==> config.mk <==
export PLATFORM = sky130hd
export DESIGN_NAME = muldiv_ctrl_flat
export DESIGN_NICKNAME = d
export VERILOG_FILES = /design/src/rtl/muldiv_pkg.sv /design/src/rtl/muldiv_ctrl_if.sv /design/src/rtl/muldiv_ctrl_step.sv /design/src/rtl/muldiv_ctrl.sv /design/src/flat_wrapper.sv
export SDC_FILE = /design/constraint.sdc
export NUM_CORES = 1
export LEC_CHECK = 0
export ABC_AREA = 1
export ABC_CLOCK_PERIOD_IN_PS = 3100
export CORE_MARGIN = 10
export CORE_UTILIZATION = 43
export CTS_BUF_LIST = sky130_fd_sc_hd__clkbuf_16
export DETAILED_ROUTE_END_ITERATION = 6
export GPL_ROUTABILITY_DRIVEN = 0
export PLACE_DENSITY = 0.6
export RECOVER_POWER = 50
export SYNTH_ARGS = -nofsm -noshare
export SYNTH_HDL_FRONTEND = slang
export SYNTH_SLANG_ARGS = --single-unit
==> constraint.sdc <==
create_clock -name clk -period 3.1 [get_ports clk]
set_input_delay 0.775 -clock clk [delete_from_list [all_inputs] [get_ports clk]]
set_output_delay 0.775 -clock clk [all_outputs]
set_load 0.05 [all_outputs]
==> src/rtl/muldiv_pkg.sv <==
// Shared constants and types for the multiply/divide sequencer.
// Optional feature macro: MULDIV_DIV_EN enables the divider and its state.
package muldiv_pkg;

    // R-type funct codes handled by the sequencer
    localparam logic [5:0] FN_MULT  = 6'h18;
    localparam logic [5:0] FN_MULTU = 6'h19;
    localparam logic [5:0] FN_DIV   = 6'h1A;
    localparam logic [5:0] FN_DIVU  = 6'h1B;
    localparam logic [5:0] FN_MTHI  = 6'h11;
    localparam logic [5:0] FN_MTLO  = 6'h13;

    // Default iteration count (one iteration per operand bit)
    localparam int unsigned MULDIV_ITERS = 32;

    // Iteration counter width; covers operand widths up to 64
    localparam int unsigned CNT_W = 6;

`ifdef MULDIV_DIV_EN
    typedef enum logic [1:0] {
        StIdle = 2'd0,
        StMul  = 2'd1,
        StDiv  = 2'd2,
        StFix  = 2'd3
    } muldiv_state_t;
`else
    typedef enum logic [1:0] {
        StIdle = 2'd0,
        StMul  = 2'd1,
        StFix  = 2'd3
    } muldiv_state_t;
`endif

endpackage

==> src/rtl/muldiv_ctrl_if.sv <==
// Request/result bundle between decode/EX and the multiply/divide sequencer.
interface muldiv_ctrl_if #(
    parameter int unsigned WIDTH = 32
);
    logic             req_valid;
    logic             req_ready;
    logic [5:0]       funct;
    logic [WIDTH-1:0] rs_val;
    logic [WIDTH-1:0] rt_val;
    logic [WIDTH-1:0] hi;
    logic [WIDTH-1:0] lo;
    logic             busy;
    logic             done;

    modport master (
        output req_valid, funct, rs_val, rt_val,
        input  req_ready, hi, lo, busy, done
    );

    modport slave (
        input  req_valid, funct, rs_val, rt_val,
        output req_ready, hi, lo, busy, done
    );
endinterface

==> src/rtl/muldiv_ctrl_step.sv <==
// Single iteration of the radix-2 shift-add multiplier / restoring divider.
// Multiply: acc = {partial product, remaining multiplier bits}.
// Divide:   acc = {remainder, dividend/quotient bits}.
// Optional feature macro: MULDIV_DIV_EN compiles in the divide step.
module muldiv_step
    import muldiv_pkg::*;
#(
    parameter int unsigned WIDTH = MULDIV_ITERS
) (
    input  logic [2*WIDTH-1:0] acc_i,
    input  logic [WIDTH-1:0]   operand_i,
    input  logic               div_i,
    output logic [2*WIDTH-1:0] acc_o,
    output logic               qbit_o
);

    logic [WIDTH:0]     mul_sum;
    logic [2*WIDTH-1:0] mul_next;

`ifdef MULDIV_DIV_EN
    logic [WIDTH:0]     rem_sh;
    logic [WIDTH:0]     rem_diff;
    logic               rem_ge;
    logic [2*WIDTH-1:0] div_next;
`else
    logic unused_div;
    assign unused_div = div_i;
`endif

    // Next accumulator for the selected mode
    always_comb begin
        mul_sum  = {1'b0, acc_i[2*WIDTH-1:WIDTH]} + (acc_i[0] ? {1'b0, operand_i} : '0);
        // Carry out of the add lands in the top bit after the shift
        mul_next = {mul_sum, acc_i[WIDTH-1:1]};
        acc_o    = mul_next;
        qbit_o   = 1'b0;
`ifdef MULDIV_DIV_EN
        // Shifted remainder needs one extra bit before the trial subtract
        rem_sh   = acc_i[2*WIDTH-1:WIDTH-1];
        rem_diff = rem_sh - {1'b0, operand_i};
        rem_ge   = (rem_sh >= {1'b0, operand_i});
        div_next = {(rem_ge ? rem_diff[WIDTH-1:0] : rem_sh[WIDTH-1:0]),
                    acc_i[WIDTH-2:0], rem_ge};
        if (div_i) begin
            acc_o  = div_next;
            qbit_o = rem_ge;
        end
`endif
    end

endmodule

==> src/rtl/muldiv_ctrl.sv <==
// Iterative multiply/divide sequencer owning the HI/LO register pair.
// Signed operations run on magnitudes; signs are fixed up in one final cycle.
// Optional feature macro: MULDIV_DIV_EN enables div/divu (otherwise they are no-ops).
module muldiv_ctrl
    import muldiv_pkg::*;
#(
    parameter int unsigned WIDTH = MULDIV_ITERS
) (
    input  logic          clk,
    input  logic          rst_n,
    muldiv_ctrl_if.slave  bus
);

    muldiv_state_t      state_q, state_d;
    logic [CNT_W-1:0]   cnt_q, cnt_d;
    logic [2*WIDTH-1:0] acc_q, acc_d;
    logic [WIDTH-1:0]   op_q, op_d;
    logic [WIDTH-1:0]   hi_q, hi_d;
    logic [WIDTH-1:0]   lo_q, lo_d;
    logic               neg_quot_q, neg_quot_d;
    logic               done_q, done_d;
`ifdef MULDIV_DIV_EN
    logic               neg_rem_q, neg_rem_d;
    logic               is_div_q, is_div_d;
    logic               dz_q, dz_d;
`endif

    logic               accept;
    logic               signed_op;
    logic               rs_neg, rt_neg;
    logic [WIDTH-1:0]   rs_abs, rt_abs;
    logic [2*WIDTH-1:0] prod;
    logic [2*WIDTH-1:0] step_acc;
    logic               step_div;
    logic               unused_step_qbit;

`ifdef MULDIV_DIV_EN
    assign step_div = (state_q == StDiv);
`else
    assign step_div = 1'b0;
`endif

    muldiv_step #(
        .WIDTH (WIDTH)
    ) u_step (
        .acc_i     (acc_q),
        .operand_i (op_q),
        .div_i     (step_div),
        .acc_o     (step_acc),
        .qbit_o    (unused_step_qbit)
    );

    // Request decode and operand magnitudes
    always_comb begin
        accept    = bus.req_valid && (state_q == StIdle);
        signed_op = (bus.funct == FN_MULT) || (bus.funct == FN_DIV);
        rs_neg    = signed_op && bus.rs_val[WIDTH-1];
        rt_neg    = signed_op && bus.rt_val[WIDTH-1];
        rs_abs    = rs_neg ? -bus.rs_val : bus.rs_val;
        rt_abs    = rt_neg ? -bus.rt_val : bus.rt_val;
        prod      = neg_quot_q ? -acc_q : acc_q;
    end

    // Next-state logic for the sequencer and HI/LO
    always_comb begin
        state_d    = state_q;
        cnt_d      = cnt_q;
        acc_d      = acc_q;
        op_d       = op_q;
        hi_d       = hi_q;
        lo_d       = lo_q;
        neg_quot_d = neg_quot_q;
        done_d     = 1'b0;
`ifdef MULDIV_DIV_EN
        neg_rem_d  = neg_rem_q;
        is_div_d   = is_div_q;
        dz_d       = dz_q;
`endif
        unique case (state_q)
            StIdle: begin
                if (accept) begin
                    case (bus.funct)
                        FN_MTHI: hi_d = bus.rs_val;
                        FN_MTLO: lo_d = bus.rs_val;
                        FN_MULT, FN_MULTU: begin
                            op_d       = rs_abs;
                            acc_d      = {{WIDTH{1'b0}}, rt_abs};
                            neg_quot_d = rs_neg ^ rt_neg;
                            cnt_d      = '0;
`ifdef MULDIV_DIV_EN
                            neg_rem_d  = 1'b0;
                            is_div_d   = 1'b0;
                            dz_d       = 1'b0;
`endif
                            state_d    = StMul;
                        end
`ifdef MULDIV_DIV_EN
                        FN_DIV, FN_DIVU: begin
                            cnt_d    = '0;
                            is_div_d = 1'b1;
                            if (bus.rt_val == '0) begin
                                // Divide by zero: results are staged in acc directly
                                acc_d      = {bus.rs_val, {WIDTH{1'b1}}};
                                neg_quot_d = 1'b0;
                                neg_rem_d  = 1'b0;
                                dz_d       = 1'b1;
                                state_d    = StFix;
                            end else begin
                                op_d       = rt_abs;
                                acc_d      = {{WIDTH{1'b0}}, rs_abs};
                                neg_quot_d = rs_neg ^ rt_neg;
                                neg_rem_d  = rs_neg;
                                dz_d       = 1'b0;
                                state_d    = StDiv;
                            end
                        end
`endif
                        default: ;
                    endcase
                end
            end
`ifdef MULDIV_DIV_EN
            StMul, StDiv: begin
`else
            StMul: begin
`endif
                acc_d = step_acc;
                if (cnt_q == CNT_W'(WIDTH - 1)) begin
                    cnt_d   = '0;
                    state_d = StFix;
                end else begin
                    cnt_d = cnt_q + 1'b1;
                end
            end
            StFix: begin
                state_d = StIdle;
                done_d  = 1'b1;
`ifdef MULDIV_DIV_EN
                if (dz_q) begin
                    hi_d = acc_q[2*WIDTH-1:WIDTH];
                    lo_d = acc_q[WIDTH-1:0];
                end else if (is_div_q) begin
                    lo_d = neg_quot_q ? -acc_q[WIDTH-1:0] : acc_q[WIDTH-1:0];
                    hi_d = neg_rem_q ? -acc_q[2*WIDTH-1:WIDTH] : acc_q[2*WIDTH-1:WIDTH];
                end else begin
                    {hi_d, lo_d} = prod;
                end
`else
                {hi_d, lo_d} = prod;
`endif
            end
            default: state_d = StIdle;
        endcase
    end

    // All sequencer state; reset aborts any operation in flight
    always_ff @(posedge clk or negedge rst_n) begin
        if (!rst_n) begin
            state_q    <= StIdle;
            cnt_q      <= '0;
            acc_q      <= '0;
            op_q       <= '0;
            hi_q       <= '0;
            lo_q       <= '0;
            neg_quot_q <= 1'b0;
            done_q     <= 1'b0;
`ifdef MULDIV_DIV_EN
            neg_rem_q  <= 1'b0;
            is_div_q   <= 1'b0;
            dz_q       <= 1'b0;
`endif
        end else begin
            state_q    <= state_d;
            cnt_q      <= cnt_d;
            acc_q      <= acc_d;
            op_q       <= op_d;
            hi_q       <= hi_d;
            lo_q       <= lo_d;
            neg_quot_q <= neg_quot_d;
            done_q     <= done_d;
`ifdef MULDIV_DIV_EN
            neg_rem_q  <= neg_rem_d;
            is_div_q   <= is_div_d;
            dz_q       <= dz_d;
`endif
        end
    end

    // Handshake and result outputs
    always_comb begin
        bus.req_ready = (state_q == StIdle);
        bus.busy      = (state_q != StIdle);
        bus.done      = done_q;
        bus.hi        = hi_q;
        bus.lo        = lo_q;
    end

endmodule

==> src/flat_wrapper.sv <==
// flat-port wrapper written by rule: the top's interface ports become plain ports
module muldiv_ctrl_flat import muldiv_pkg::*;
#(
    parameter int unsigned WIDTH = MULDIV_ITERS
)
  (clk, rst_n, bus_req_valid, bus_funct, bus_rs_val, bus_rt_val, bus_req_ready, bus_hi, bus_lo, bus_busy, bus_done);
  muldiv_ctrl_if #(.WIDTH(WIDTH)) bus_i ();
  input  logic clk;
  input  logic rst_n;
  input wire logic [$bits(bus_i.req_valid)-1:0] bus_req_valid;
  input wire logic [$bits(bus_i.funct)-1:0] bus_funct;
  input wire logic [$bits(bus_i.rs_val)-1:0] bus_rs_val;
  input wire logic [$bits(bus_i.rt_val)-1:0] bus_rt_val;
  output wire logic [$bits(bus_i.req_ready)-1:0] bus_req_ready;
  output wire logic [$bits(bus_i.hi)-1:0] bus_hi;
  output wire logic [$bits(bus_i.lo)-1:0] bus_lo;
  output wire logic [$bits(bus_i.busy)-1:0] bus_busy;
  output wire logic [$bits(bus_i.done)-1:0] bus_done;
  assign bus_i.req_valid = bus_req_valid;
  assign bus_i.funct = bus_funct;
  assign bus_i.rs_val = bus_rs_val;
  assign bus_i.rt_val = bus_rt_val;
  assign bus_req_ready = bus_i.req_ready;
  assign bus_hi = bus_i.hi;
  assign bus_lo = bus_i.lo;
  assign bus_busy = bus_i.busy;
  assign bus_done = bus_i.done;
  muldiv_ctrl #(.WIDTH(WIDTH)) u_core (.clk(clk), .rst_n(rst_n), .bus(bus_i));
endmodule
# After elaboration in Yosys (flattened, before gate mapping)

Cells that the tools add are included.

Bits of input ports: 73
Memory bits (read-only): 0
Output and inout port bits: 67
Logic and storage cells: 63
Bits in registers: 170
Bits in latches: 0
Memory bits (writable): 0
Memories kept: 0

Shift operators: 0
Reduce and logical (&&, ||, !) cells: 14
$add $sub $neg: 5
Muxes and demuxes: 22
Divide/modulo/power cells: 0
Bitwise gates (word level): 1
$mul: 0
Equal/unequal tests: 13
$lt $le $gt $ge: 0

Operators with widths:

| kind                  | count |
|---|---|
| $mux W32              | 7 |
| $mux W64              | 3 |
| $pmux W32 S2          | 2 |
| $pmux W64 S2          | 1 |
| $neg A32 Y32          | 2 |
| $neg A64 Y64          | 1 |
| $eq A6 B5 Y1 const B  | 6 |
| $add A32 B33 Y33      | 1 |
| $mux W6               | 3 |
| $reduce_and A3 Y1     | 5 |
| $pmux W6 S2           | 1 |
| $ne A2 B1 Y1 const B  | 5 |
| $add A6 B1 Y6 const B | 1 |
| $mux W2               | 3 |
| $reduce_bool A2 Y1    | 3 |
| $pmux W2 S2           | 1 |
| $logic_and A1 B1 Y1   | 3 |
| $eq A2 B1 Y1 const B  | 1 |
| $eq A2 B2 Y1 const B  | 1 |
| $logic_not A2 Y1      | 1 |
| $reduce_or A2 Y1      | 1 |
| $logic_or A1 B1 Y1    | 1 |
| $mux W1               | 1 |
| $xor A1 B1 Y1         | 1 |

# Logic depth before layout (Yosys ltp)

Depth in word-level cells: 7
Mapped depth: 17
Mapped depth without buffers: 15

# By module

A second synthesis with hierarchy kept.

Cell total of the unflattened synthesis: 2321
Area, all modules: 14204.9 sq um

By module, submodules not included:

| module      | area an instance (sq um) | instances | seq. area each (sq um) | cells an instance |
|---|---|---|---|---|
| muldiv_ctrl | 11323.4                  | 1         | 4254.1                 | 1716 |
| muldiv_step | 2881.5                   | 1         | 0.0                    | 605 |

# Least setup slack after synthesis

No wires, ideal clock.

Kind: reg2reg
Start: register u_core.acc_q[0]
End: register u_core.acc_q[61]
Setup time: 0.117 ns
Arrival: 2.191 ns
Data required time: 2.983 ns
Stages on the path, launching flop included: 18
Buffers on the path: 2
Period minus slack after synthesis: 2.308 ns
Slack: 0.792 ns
Cell sequence: dfrtp_1 > buf_6 > clkbuf_1 > nand2_1 > inv_1 > ha_1 > inv_1 > fa_1 > o21ai_2 > nand2_1 > nand2_1 > nand2_1 > nand2_1 > nand2_1 > nand2_1 > nand2_1 > nand3_1 > nand2_1

Word-level cells in the longest chain between the ends: 3

RTL lines:

| what                   | RTL line               | source |
|---|---|---|
| start, declared        | muldiv_ctrl.sv:16      | `logic [2*WIDTH-1:0] acc_q, acc_d;` |
| start signal, assigned | muldiv_ctrl.sv:161     | `acc_q <= '0;` |
| start signal, assigned | muldiv_ctrl.sv:175     | `acc_q <= acc_d;` |
| $mux W32               | muldiv_ctrl_step.sv:32 | `mul_sum = {1'b0, acc_i[2*WIDTH-1:WIDTH]} + (acc_i[0] ? {1'b0, operand_i} : '0);` |
| $add A32 B33 Y33       | muldiv_ctrl_step.sv:32 |  |
| $pmux W64 S2           | muldiv_ctrl.sv:79      | `unique case (state_q)` |

Every way passes these cells.
A chain may end at the register's enable or synchronous reset.

# Worst setup path in the final report

Start: register u_core.state_q[0]
End: output port bus_busy

Word-level cells in the longest chain between the ends: 1

RTL lines:

| what                   | RTL line           | source |
|---|---|---|
| start, declared        | muldiv_ctrl.sv:14  | `muldiv_state_t state_q, state_d;` |
| start signal, assigned | muldiv_ctrl.sv:159 | `state_q <= StIdle;` |
| start signal, assigned | muldiv_ctrl.sv:173 | `state_q <= state_d;` |
| $reduce_bool A2 Y1     | muldiv_ctrl.sv:192 | `bus.busy = (state_q != StIdle);` |
| end, declared          | flat_wrapper.sv:17 | `output wire logic [$bits(bus_i.busy)-1:0] bus_busy;` |

Every way passes these cells.

==> impl_metrics.env <==
export IMPL_num_antenna_cells=0
export IMPL_tritoncts="built"
export IMPL_syn_area_per_cell_um2=6.30
export IMPL_nets=2424
export IMPL_fmax_ghz=0.341
export IMPL_met3WireLength_um=3380
export IMPL_period_share_pct=94.6
export IMPL_synth_xor_area_share_pct=2.15
export IMPL_synthMuxAreaShare_pct=0
export IMPL_setup_viol=0
export IMPL_clk_root_buffer_cell="clkbuf_16"
export IMPL_dp_cells=2694
export IMPL_final_cell_mix="603 x nand2_1, 360 x nor2_1, 237 x inv_1"
export IMPL_postCtsHoldBufs=0
export IMPL_cts_buffer_depth=2
export IMPL_power_density_nw_per_um2=1060
export IMPL_hold_viol=0
export IMPL_syn_nets=2309
export IMPL_post_cts_buffers=0
export IMPL_ys_warnings_count=0
export IMPL_track_usage_pct=27.0
export IMPL_synthFlopType="dfrtp_1"
export IMPL_failed_checks="capacitance limit, slew limit"
export IMPL_io_buffers=139
export IMPL_grt_max_degree=90
export IMPL_grt_pass1_vias=14300
export IMPL_timing_max_slew_rel_slack_pct=-1.94
export IMPL_synthSimpleGateAreaFrac_pct=39.6
export IMPL_status="complete, but fails checks"
export IMPL_r2r_start="u_core.acc_q[0]$_DFFE_PN0P_"
export IMPL_fin_cells=2726
export IMPL_wl_met1_um=21400
export IMPL_critical_path_class="reg2out"
export IMPL_maxCapViolCount=1
export IMPL_path_max_fanout=6
export IMPL_p_leak_nw=7.69
export IMPL_cts_resized=0
export IMPL_synthAdderAreaFrac_pct=3.67
export IMPL_synth_compound_area_share_pct=14.4
export IMPL_core_area_um2=31600
export IMPL_startpoint_type="flip-flop"
export IMPL_remaining_drc_errors=0
export IMPL_dieArea_um2=39700
export IMPL_crit_required_ns=2.32
export IMPL_antenna_found_initial=0
export IMPL_max_vdd_ir_drop_uv=651
export IMPL_worstSkewPairLatency_ns=0.47
export IMPL_mostFrequentLayoutCell="nand2_1"
export IMPL_fin_tns_setup_ns=0
export IMPL_period_needed_ns=2.93
export IMPL_fp_dieW_um=199
export IMPL_rsz0062_at_grt="false"
export IMPL_num_vias=15200
export IMPL_clock_skew_ns=0.0178
export IMPL_endpoint_kind="output port"
export IMPL_dr_pass1_iters=7
export IMPL_ys_types=56
export IMPL_clock_sinks=170
export IMPL_drt_initial_drc_count=1242
export IMPL_wl_per_cell_um=19.9
export IMPL_min_from="u_core.cnt_q[5]$_DFFE_PN0P_"
export IMPL_critPathArrivalTime_ns=2.16
export IMPL_synth_seq_area_share_pct=30.8
export IMPL_row_count=65
export IMPL_htreeDepth=4
export IMPL_synth_top_family_by_area="simple AND/OR/NAND/NOR gates"
export IMPL_reg2reg_slack_ns=0.38
export IMPL_clkTransAtPathRegs_ns=0.07
export IMPL_maxSlewViolCount=53
export IMPL_cts_buffers=17
export IMPL_dp_hpwl_um=43400
export IMPL_routed_wl_um=54200
export IMPL_area_growth_pct=16.6
export IMPL_finalHoldWorstSlack_ns=0.476
export IMPL_ys_ff_latch=170
export IMPL_drive_gt1_share_pct=5.08
export IMPL_hold_class="reg2reg"
export IMPL_viasPerCell=5.58
export IMPL_top_layer="met4"
export IMPL_wl_met2_um=26700
export IMPL_pin_count=140
export IMPL_worstMarginPinSlew_ns=1.53
export IMPL_startpoint="u_core.state_q[0]$_DFFE_PN0P_"
export IMPL_async_flop_share_pct=100
export IMPL_grt_pass1_wl_um=81500
export IMPL_grt_remaining_overflow=0
export IMPL_synth_edf_count=0
export IMPL_initial_utilization_pct=43.7
export IMPL_syn_area_um2=13800
export IMPL_p_total_mw=17.1
export IMPL_netlist_instances=2196
export IMPL_die_h_um=199
export IMPL_ant_nets=0
==> worst max-delay path, stage by stage (launching register included) <==
cell	delay, ns
dfrtp_1	0.41
inv_1	0.06
ha_1	0.29
inv_2	0.12
clkdlybuf4s50_1	0.81
==> sequential cells by signal, indices dropped and copies added (netlist names) <==
name and count:
u_core.state_q 2, u_core.bus.hi 32, u_core.bus.done 1, u_core.cnt_q 6
u_core.op_q 32, u_core.acc_q 64, u_core.bus.lo 32, u_core.neg_quot_q 1
==> metrics by stage <==
stage / instance area (um^2) / setup WS, ns / utilization, %
after global placement: 15600 / 0.314 / 49.4
after global routing: 16100 / 0.0450 / 51.0
after floorplan: 13800 / 0.792 / -
after detailed placement: 15600 / 0.277 / 49.4
after CTS: 16200 / 0.127 / 51.2
final: 16100 / 0.167 / 51.0
==> logic make-up after synthesis <==
logic type                 Yosys count
DFF                                170
xor gates and xnor gates            34
AOI/OAI and AO/OA                  359
adders and majority gates           40
and+or+nand+nor                   1279
buffers and inverters              314
==> where the power goes <==
part / internal [mW] / total, mW / leakage (nW) / switching, mW
sequential: 3.21 / 4.39 / 2.09 / 1.18
combinational: 3.25 / 10.5 / 5.32 / 7.30
clock: 1.08 / 2.19 / 0.283 / 1.11
==> area by class of cell <==
cell class / instances / area (um^2)
clock inverters: 15 / 156
flip-flops and latches: 170 / 4260
fillers: 3246 / 15500
well taps: 402 / 503
inverters: 245 / 920
repair buffers: 165 / 1600
multi-input cells: 1712 / 8260
clock buffers: 17 / 425
==> synth_stat cells (15+ instances only) <==
cell / instances / area [um^2]
a21oi_1: 143 / 716
clkbuf_1: 23 / 86.3
ha_1: 39 / 488
nand3b_1: 15 / 113
inv_1: 236 / 886
nand3_1: 196 / 981
o21ai_0: 127 / 636
a31oi_1: 22 / 138
nand2_1: 602 / 2260
nand4_1: 29 / 181
xor2_1: 28 / 245
o21ai_1: 23 / 115
nor3_1: 25 / 125
buf_2: 30 / 150
nor2_1: 358 / 1340
dfrtp_1: 170 / 4250
==> routing by layer <==
metal  track usage [%]  vias up
li1                  -     7349
met1              31.7     7182
met2              46.7      554
met3              4.91      124
met4              12.8        0
met5                 0        -
==> worst paths after layout <==
kind                                                 end  cells after the start
max reg2reg                 u_core.acc_q[62]$_DFFE_PN0P_                     13
min reg2reg                  u_core.cnt_q[5]$_DFFE_PN0P_                      1
max                                             bus_busy                      4
min                          u_core.cnt_q[5]$_DFFE_PN0P_                      1
min in group asynchronous   u_core.acc_q[60]$_DFFE_PN0P_                      1
max in group asynchronous  u_core.bus.lo[30]$_DFFE_PN0P_                      2
No activity file was read; power rests on OpenSTA's default activity.
